<file path="config.mk">
export PLATFORM = sky130hd
export DESIGN_NAME = pc_rstack_unit_flat
export DESIGN_NICKNAME = d
export VERILOG_FILES = /design/src/rtl/pc_rstack_unit_pkg.sv /design/src/rtl/pc_rstack_unit_if.sv /design/src/rtl/pc_rstack_unit_return_stack.sv /design/src/rtl/pc_rstack_unit.sv /design/src/flat_wrapper.sv
export SDC_FILE = /design/constraint.sdc
export NUM_CORES = 1
export LEC_CHECK = 0
export CAP_MARGIN = 10
export CORE_MARGIN = 8
export CORE_UTILIZATION = 58
export CTS_CLUSTER_DIAMETER = 80
export DETAILED_ROUTE_END_ITERATION = 8
export MAX_ROUTING_LAYER = met4
export PLACE_DENSITY = 0.79
export SETUP_SLACK_MARGIN = 0.05
export SLEW_MARGIN = 30
export SYNTH_ARGS = -nofsm -noshare
export SYNTH_HDL_FRONTEND = slang
export SYNTH_SLANG_ARGS = --single-unit
export TNS_END_PERCENT = 50
</file>
<file path="constraint.sdc">
create_clock -name CLK -period 4.5 [get_ports CLK]
set_input_delay 1.125 -clock CLK [delete_from_list [all_inputs] [get_ports CLK]]
set_output_delay 1.125 -clock CLK [all_outputs]
set_load 0.02 [all_outputs]
</file>
<file path="src/rtl/pc_rstack_unit_pkg.sv">
// Purpose : shared encodings for the PC / return-stack unit (next-PC select, stack ops).
// Latency : n/a (constants only).
// Backpressure: n/a.
package pc_rstack_unit_pkg;

    // Next-PC source select; codes 3,5,6,7 are reserved and hold the PC.
    localparam logic [2:0] PC_SEL_RSTACK = 3'd0;
    localparam logic [2:0] PC_SEL_TARGET = 3'd1;
    localparam logic [2:0] PC_SEL_REL    = 3'd2;
    localparam logic [2:0] PC_SEL_INC    = 3'd4;

    // Return-stack operation codes.
    localparam logic [1:0] RS_NOP       = 2'd0;
    localparam logic [1:0] RS_PUSH_PC   = 2'd1;
    localparam logic [1:0] RS_PUSH_DATA = 2'd2;
    localparam logic [1:0] RS_POP       = 2'd3;

endpackage

</file>
<file path="src/rtl/pc_rstack_unit_if.sv">
// Purpose : decoder <-> PC unit bundle: control inputs and PC/stack status outputs.
// Latency : n/a (wires only).
// Backpressure: none; controls are sampled every clock edge.
// Ports   : master = decoder side (drives controls), slave = PC unit (drives status).
interface pc_rstack_unit_if #(
    parameter int PC_WIDTH = 16,
    parameter int RS_DEPTH = 16
);
    logic                        PCWrite;
    logic [2:0]                  PCControl;
    logic [1:0]                  RStackOP;
    logic [PC_WIDTH-1:0]         Target;
    logic [PC_WIDTH-1:0]         Offset;
    logic [PC_WIDTH-1:0]         PushData;
    logic                        ClearFlags;
    logic [PC_WIDTH-1:0]         PC_out;
    logic [PC_WIDTH-1:0]         RTop;
    logic [$clog2(RS_DEPTH):0]   RDepth;
    logic                        Overflow;
    logic                        Underflow;

    modport master (
        output PCWrite, PCControl, RStackOP, Target, Offset, PushData, ClearFlags,
        input  PC_out, RTop, RDepth, Overflow, Underflow
    );

    modport slave (
        input  PCWrite, PCControl, RStackOP, Target, Offset, PushData, ClearFlags,
        output PC_out, RTop, RDepth, Overflow, Underflow
    );
endinterface

</file>
<file path="src/rtl/pc_rstack_unit_return_stack.sv">
// Purpose : LIFO return stack, register array plus depth counter; exposes top/depth/full/empty.
// Latency : push/pop take effect on the clock edge; top/depth are combinational from state.
// Backpressure: none; push when full and pop when empty are ignored (caller flags them).
// Ports   : clk, rst_n (async active-low), i_push, i_pop, i_push_dat, o_top, o_depth, o_full, o_empty.
module return_stack #(
    parameter int W     = 16,
    parameter int DEPTH = 16
) (
    input  logic                     clk,
    input  logic                     rst_n,
    input  logic                     i_push,
    input  logic                     i_pop,
    input  logic [W-1:0]             i_push_dat,
    output logic [W-1:0]             o_top,
    output logic [$clog2(DEPTH):0]   o_depth,
    output logic                     o_full,
    output logic                     o_empty
);
    localparam int AW = $clog2(DEPTH);
    localparam int DW = AW + 1;

    logic [W-1:0]  r_mem [DEPTH];
    logic [DW-1:0] r_depth;
    logic [AW-1:0] w_wr_idx;
    logic [AW-1:0] w_top_idx;
    logic          w_full;
    logic          w_empty;

    assign w_full    = (r_depth == DW'(DEPTH));
    assign w_empty   = (r_depth == '0);
    // Only used while not full, so the low bits equal the depth.
    assign w_wr_idx  = r_depth[AW-1:0];
    assign w_top_idx = AW'(r_depth - DW'(1));

    // Contents need no reset: nothing reads above the depth pointer.
    always_ff @(posedge clk) begin
        if (i_push && !w_full)
            r_mem[w_wr_idx] <= i_push_dat;
    end

    always_ff @(posedge clk or negedge rst_n) begin
        if (!rst_n)
            r_depth <= '0;
        else if (i_push && !w_full)
            r_depth <= r_depth + DW'(1);
        else if (i_pop && !w_empty)
            r_depth <= r_depth - DW'(1);
    end

    assign o_top   = w_empty ? '0 : r_mem[w_top_idx];
    assign o_depth = r_depth;
    assign o_full  = w_full;
    assign o_empty = w_empty;
endmodule

</file>
<file path="src/rtl/pc_rstack_unit.sv">
// Purpose : program counter with next-PC mux (stack top/target/relative/increment) and return stack.
// Latency : PC and stack update 1 cycle after the controls; RTop/RDepth valid the cycle after the op.
// Backpressure: none; faulting stack ops are dropped and flagged (sticky Overflow/Underflow).
// Ports   : CLK, Reset_n (async active-low), bus (pc_rstack_unit_if.slave).
// Config  : define PC_TRAP_EN to force PC to TRAP_VECTOR on any stack fault.
module pc_rstack_unit
    import pc_rstack_unit_pkg::*;
#(
    parameter int                  PC_WIDTH     = 16,
    parameter int                  RS_DEPTH     = 16,
    parameter int                  PC_INC       = 2,
    parameter logic [PC_WIDTH-1:0] RESET_VECTOR = '0,
    parameter logic [PC_WIDTH-1:0] TRAP_VECTOR  = PC_WIDTH'(2)
) (
    input  logic              CLK,
    input  logic              Reset_n,
    pc_rstack_unit_if.slave   bus
);
    logic [PC_WIDTH-1:0]       r_pc;
    logic                      r_ovf;
    logic                      r_unf;
    logic [PC_WIDTH-1:0]       w_pc_nxt;
    logic [PC_WIDTH-1:0]       w_pc_inc;
    logic [PC_WIDTH-1:0]       w_top;
    logic [PC_WIDTH-1:0]       w_push_dat;
    logic [$clog2(RS_DEPTH):0] w_depth;
    logic                      w_full;
    logic                      w_empty;
    logic                      w_push;
    logic                      w_pop;
    logic                      w_ovf_evt;
    logic                      w_unf_evt;
    logic                      w_trap_evt;

    assign w_pc_inc   = r_pc + PC_WIDTH'(PC_INC);
    assign w_push     = (bus.RStackOP == RS_PUSH_PC) || (bus.RStackOP == RS_PUSH_DATA);
    assign w_pop      = (bus.RStackOP == RS_POP);
    // A call pushes the return address computed from the pre-update PC.
    assign w_push_dat = (bus.RStackOP == RS_PUSH_PC) ? w_pc_inc : bus.PushData;
    assign w_ovf_evt  = w_push && w_full;
    assign w_unf_evt  = w_pop && w_empty;

`ifdef PC_TRAP_EN
    assign w_trap_evt = w_ovf_evt || w_unf_evt;
`else
    assign w_trap_evt = 1'b0;
`endif

    return_stack #(
        .W     (PC_WIDTH),
        .DEPTH (RS_DEPTH)
    ) u_rstack (
        .clk        (CLK),
        .rst_n      (Reset_n),
        .i_push     (w_push),
        .i_pop      (w_pop),
        .i_push_dat (w_push_dat),
        .o_top      (w_top),
        .o_depth    (w_depth),
        .o_full     (w_full),
        .o_empty    (w_empty)
    );

    // w_top is the pre-pop top (0 when empty), so a return on an empty stack loads 0.
    always_comb begin
        w_pc_nxt = r_pc;
        case (bus.PCControl)
            PC_SEL_RSTACK: w_pc_nxt = w_top;
            PC_SEL_TARGET: w_pc_nxt = bus.Target;
            PC_SEL_REL:    w_pc_nxt = r_pc + bus.Offset;
            PC_SEL_INC:    w_pc_nxt = w_pc_inc;
            default:       w_pc_nxt = r_pc;
        endcase
    end

    always_ff @(posedge CLK or negedge Reset_n) begin
        if (!Reset_n)
            r_pc <= RESET_VECTOR;
        else if (w_trap_evt)
            r_pc <= TRAP_VECTOR;
        else if (bus.PCWrite)
            r_pc <= w_pc_nxt;
    end

    // Clear wins over a fault raised on the same edge.
    always_ff @(posedge CLK or negedge Reset_n) begin
        if (!Reset_n) begin
            r_ovf <= 1'b0;
            r_unf <= 1'b0;
        end else if (bus.ClearFlags) begin
            r_ovf <= 1'b0;
            r_unf <= 1'b0;
        end else begin
            r_ovf <= r_ovf | w_ovf_evt;
            r_unf <= r_unf | w_unf_evt;
        end
    end

    assign bus.PC_out    = r_pc;
    assign bus.RTop      = w_top;
    assign bus.RDepth    = w_depth;
    assign bus.Overflow  = r_ovf;
    assign bus.Underflow = r_unf;
endmodule

</file>
<file path="src/flat_wrapper.sv">
// flat-port wrapper written by rule: the top's interface ports become plain ports
module pc_rstack_unit_flat import pc_rstack_unit_pkg::*;
#(
    parameter int                  PC_WIDTH     = 16,
    parameter int                  RS_DEPTH     = 16,
    parameter int                  PC_INC       = 2,
    parameter logic [PC_WIDTH-1:0] RESET_VECTOR = '0,
    parameter logic [PC_WIDTH-1:0] TRAP_VECTOR  = PC_WIDTH'(2)
)
  (CLK, Reset_n, bus_PCWrite, bus_PCControl, bus_RStackOP, bus_Target, bus_Offset, bus_PushData, bus_ClearFlags, bus_PC_out, bus_RTop, bus_RDepth, bus_Overflow, bus_Underflow);
  pc_rstack_unit_if #(.PC_WIDTH(PC_WIDTH), .RS_DEPTH(RS_DEPTH)) bus_i ();
  input  logic CLK;
  input  logic Reset_n;
  input wire logic [$bits(bus_i.PCWrite)-1:0] bus_PCWrite;
  input wire logic [$bits(bus_i.PCControl)-1:0] bus_PCControl;
  input wire logic [$bits(bus_i.RStackOP)-1:0] bus_RStackOP;
  input wire logic [$bits(bus_i.Target)-1:0] bus_Target;
  input wire logic [$bits(bus_i.Offset)-1:0] bus_Offset;
  input wire logic [$bits(bus_i.PushData)-1:0] bus_PushData;
  input wire logic [$bits(bus_i.ClearFlags)-1:0] bus_ClearFlags;
  output wire logic [$bits(bus_i.PC_out)-1:0] bus_PC_out;
  output wire logic [$bits(bus_i.RTop)-1:0] bus_RTop;
  output wire logic [$bits(bus_i.RDepth)-1:0] bus_RDepth;
  output wire logic [$bits(bus_i.Overflow)-1:0] bus_Overflow;
  output wire logic [$bits(bus_i.Underflow)-1:0] bus_Underflow;
  assign bus_i.PCWrite = bus_PCWrite;
  assign bus_i.PCControl = bus_PCControl;
  assign bus_i.RStackOP = bus_RStackOP;
  assign bus_i.Target = bus_Target;
  assign bus_i.Offset = bus_Offset;
  assign bus_i.PushData = bus_PushData;
  assign bus_i.ClearFlags = bus_ClearFlags;
  assign bus_PC_out = bus_i.PC_out;
  assign bus_RTop = bus_i.RTop;
  assign bus_RDepth = bus_i.RDepth;
  assign bus_Overflow = bus_i.Overflow;
  assign bus_Underflow = bus_i.Underflow;
  pc_rstack_unit #(.PC_WIDTH(PC_WIDTH), .RS_DEPTH(RS_DEPTH), .PC_INC(PC_INC), .RESET_VECTOR(RESET_VECTOR), .TRAP_VECTOR(TRAP_VECTOR)) u_core (.CLK(CLK), .Reset_n(Reset_n), .bus(bus_i));
endmodule
</file>
==> qor.yml <==
nNetsFinal: 997
finalSetupTns_ns: 0
path_max_fanout: 15
syn_area_per_cell_um2: 16.30
vias: 7838
clk_path_buf_depth: 3
drt-vias-per-instance: 6.478
max_freq_ghz: 0.2268
routed_wl_mm: 33.35
area_growth_syn_to_layout_pct: 20.33
drive_gt1_share_pct: 20.53
antenna_found_initial: 0
critPathArrivalTime_ns: 3.29
worstPathCellList: "inv_2 > buf_4 > ha_4 > buf_4 > mux4_2 > mux2i_1 > nand2_1 > and3_1 > clkdlybuf4s50_1"
avgRoutedWirePerCell_um: 27.56
h-tree-depth: 1
holdCritPathClass: "register to register"
layout_common_cells: "edfxtp_1 (256), clkdlybuf4s50_1 (87), mux4_2 (63)"
p_per_area_nw_per_um2: 767.4
cts_sinks: 279
slew_headroom_pct: 46.19
synth_cells: 764
start_util_pct: 59.25
power.net_switching_uw: 4368
r2r-start: "u_core.u_rstack.o_depth[0]"
core_um2: 21020
seq_power_share_pct: 30.7
netlist_area_um2: 12460
status: "completed"
clock_latency_ns: 0.53
grt_max_degree: 50
path_delay_family: "buffers and inverters"
period_minus_slack_ns: 4.410
dr.pass1.iters: 6
async_reset_ff_share_pct: 8.244
die_y_um: 162.5
layout_commonest_cell: "edfxtp_1"
cp-startpoint: "u_core.u_rstack.o_depth[0]"
cts_tree: "yes"
worstSetupPathType: "register to primary output"
seqCellArea_um2: 8267
finClkSkew_ns: 0.01294
yosys_warnings: 0
start_kind: "register"
hold_buffers: 0
hpwl_mm: 22.38
p_sw_share_pct: 37.98
crit_slowest_cell: "clkdlybuf4s50_1"
fp.dieW_um: 162.5
grt_pass1_vias: 8134
finalSetupViolations: 0
fillCellCount: 1273
fin_total_pwr_uw: 11500
cts_made_buffers: 26
overflow: 0
power_leakage_uw: 0.005226
hold_violations: 0
timing.final.max_slew_violations: 0
max_stage_delay_ns: 0.55
ir_drop_mv: 0.4043
syn-num-nets: 845
multi_input_area_um2: 4023
worstPathRequired_ns: 3.38
min_from: "u_core.bus.Underflow"
ys.flop_type: "edfxtp_1"
num_antenna_cells: 0
gp_congestion: 1.011
io_pins: 96
p_comb_share_pct: 50.1
tightestPinTransition_ns: 0.8072
drt_iter0_drc: 860
rsz0062_at_grt: "true"
io_buffer_count: 95
dieArea_um2: 26420
cts_root_buf: "clkbuf_16"
synth_enable_flop_cells: 256
grt_pass1_wl_mm: 50.29
path_buf_inv: 4
row_count: 53
internal-power_uw: 7134
drtAntennaViolNets: 0
crit_top_cell: "buf_4"
cap_viol_max_count: 0
fin_crit_sh_pct: 98.00
ys_seq_elements: 279
worstSetupEndpointType: "primary output"
pwr-share-clk_pct: 19.2
grtUsageTotal_pct: 26.15
yosysSeqAreaShare_pct: 66.34
path_clk_slew_ns: 0.06
yosysUniqueCellTypes: 58
drc_errors: 0
hold_ws_ns: 0.5038
[cells by family (layout without fill, tap and decap cells)]
kind of cell | Yosys count | after routing | synth area share [%]
flip-flops | 279 | 279 | 66.34
multiplexers | 94 | 94 | 14.20
buffers and inverters | 42 | 213 | 1.798
AND/OR/NAND/NOR | 161 | 161 | 6.087
adder cells (fa/ha/maj) | 24 | 24 | 2.471
AO/OA/AOI/OAI | 129 | 129 | 6.519
XOR/XNOR | 35 | 35 | 2.582
[path summary, 6_finish.rpt]
kind	slack [ns]	end	cells after the start
max in group asynchronous	3.24	u_core.u_rstack.o_depth[0]	2
hold reg to reg	0.50	u_core.bus.Underflow	2
setup reg to reg	1.54	u_core.bus.PC_out[3]	11
setup / recovery	0.09	bus_RTop[0]	9
min in group asynchronous	0.98	u_core.bus.PC_out[0]	2
hold / removal	0.50	u_core.bus.Underflow	2
[worst reg2reg max path, cell delays in order, from the launching register on]
cell      delay (ns)
dfrtp_4         0.46
inv_2           0.05
buf_4           0.17
ha_4            0.43
buf_4           0.26
mux4_2          0.31
and2_1          0.17
a211oi_1        0.26
a211oi_2        0.12
buf_4           0.18
a222oi_1        0.32
o21ai_1         0.10
[flip-flops by register name, summed over array words and instances (netlist names)]
name / cells
u_core.u_rstack.r_mem: 256
u_core.bus.Underflow: 1
u_core.bus.Overflow: 1
u_core.u_rstack.o_depth: 5
u_core.bus.PC_out: 16
[timing repair]
item                       in CTS  in global routing
setup buffers                   3                  0
resized for setup               6                  7
pin swaps                       2                  0
setup endpoints to repair      16                 11
cloned                          0                  0
[per-layer routing]
| metal | global-route usage [%] | wire length (µm) | up-vias |
|---|---|---|---|
| met5 | - | 0 | - |
| met4 | 10.59 | 1292 | 0 |
| met3 | 5.157 | 3369 | 99 |
| met2 | 42.22 | 16360 | 509 |
| met1 | 32.21 | 12330 | 3883 |
| li1 | - | - | 3347 |
[power groups by stage]
stage	logic (µW)	clock network [µW]	registers, µW
6_report	5760	2210	3530
5_1_grt	6090	2340	3550
4_1_cts	5750	2240	3520
3_5_place_dp	5590	0	3570
3_3_place_gp	5560	0	3540
2_1_floorplan	3460	0	3580
[per-stage QoR]
stage	cell area, µm²	std cells	worst slack, ns	util, %
3_5_place_dp	14040	1160	0.3999	66.79
5_1_grt	14990	1210	0.01536	71.30
6_report	14990	1210	0.08991	71.30
3_3_place_gp	14030	1160	0.3822	66.74
4_1_cts	14960	1210	0.04627	71.16
2_1_floorplan	12460	764	0.1946	-
[final cells by class]
cell class,instances,area share [%]
sequential,279,55.15
multi-input combinational,443,26.84
timing repair buffer,156,9.667
clock buffer,28,4.533
tap,275,2.296
clock inverter,19,1.261
inverter,10,0.2504
[synth_stat cells (all sizes together), types with 5 or more instances]
cell      n  area, µm²
xnor2    17      148.9
ha       23      287.8
o22ai    15      93.84
buf      20      141.4
a31oi     9      56.30
nor3      6      41.29
dfrtp    23      575.6
a211oi   13      112.6
xor2     18      172.7
nand2b   10      62.56
nor2     59      221.5
a21oi    39      195.2
nand3    11      55.05
mux2i    23      230.2
and3     11      68.82
mux2      6      67.56
and2      6      37.54
and4      5      43.79
mux4     65       1471
nand2    43      161.4
clkbuf   12      45.04
o21ai    27      135.1
inv       9      33.78
edfxtp  256       7687
(Power assumes the default switching activity.)
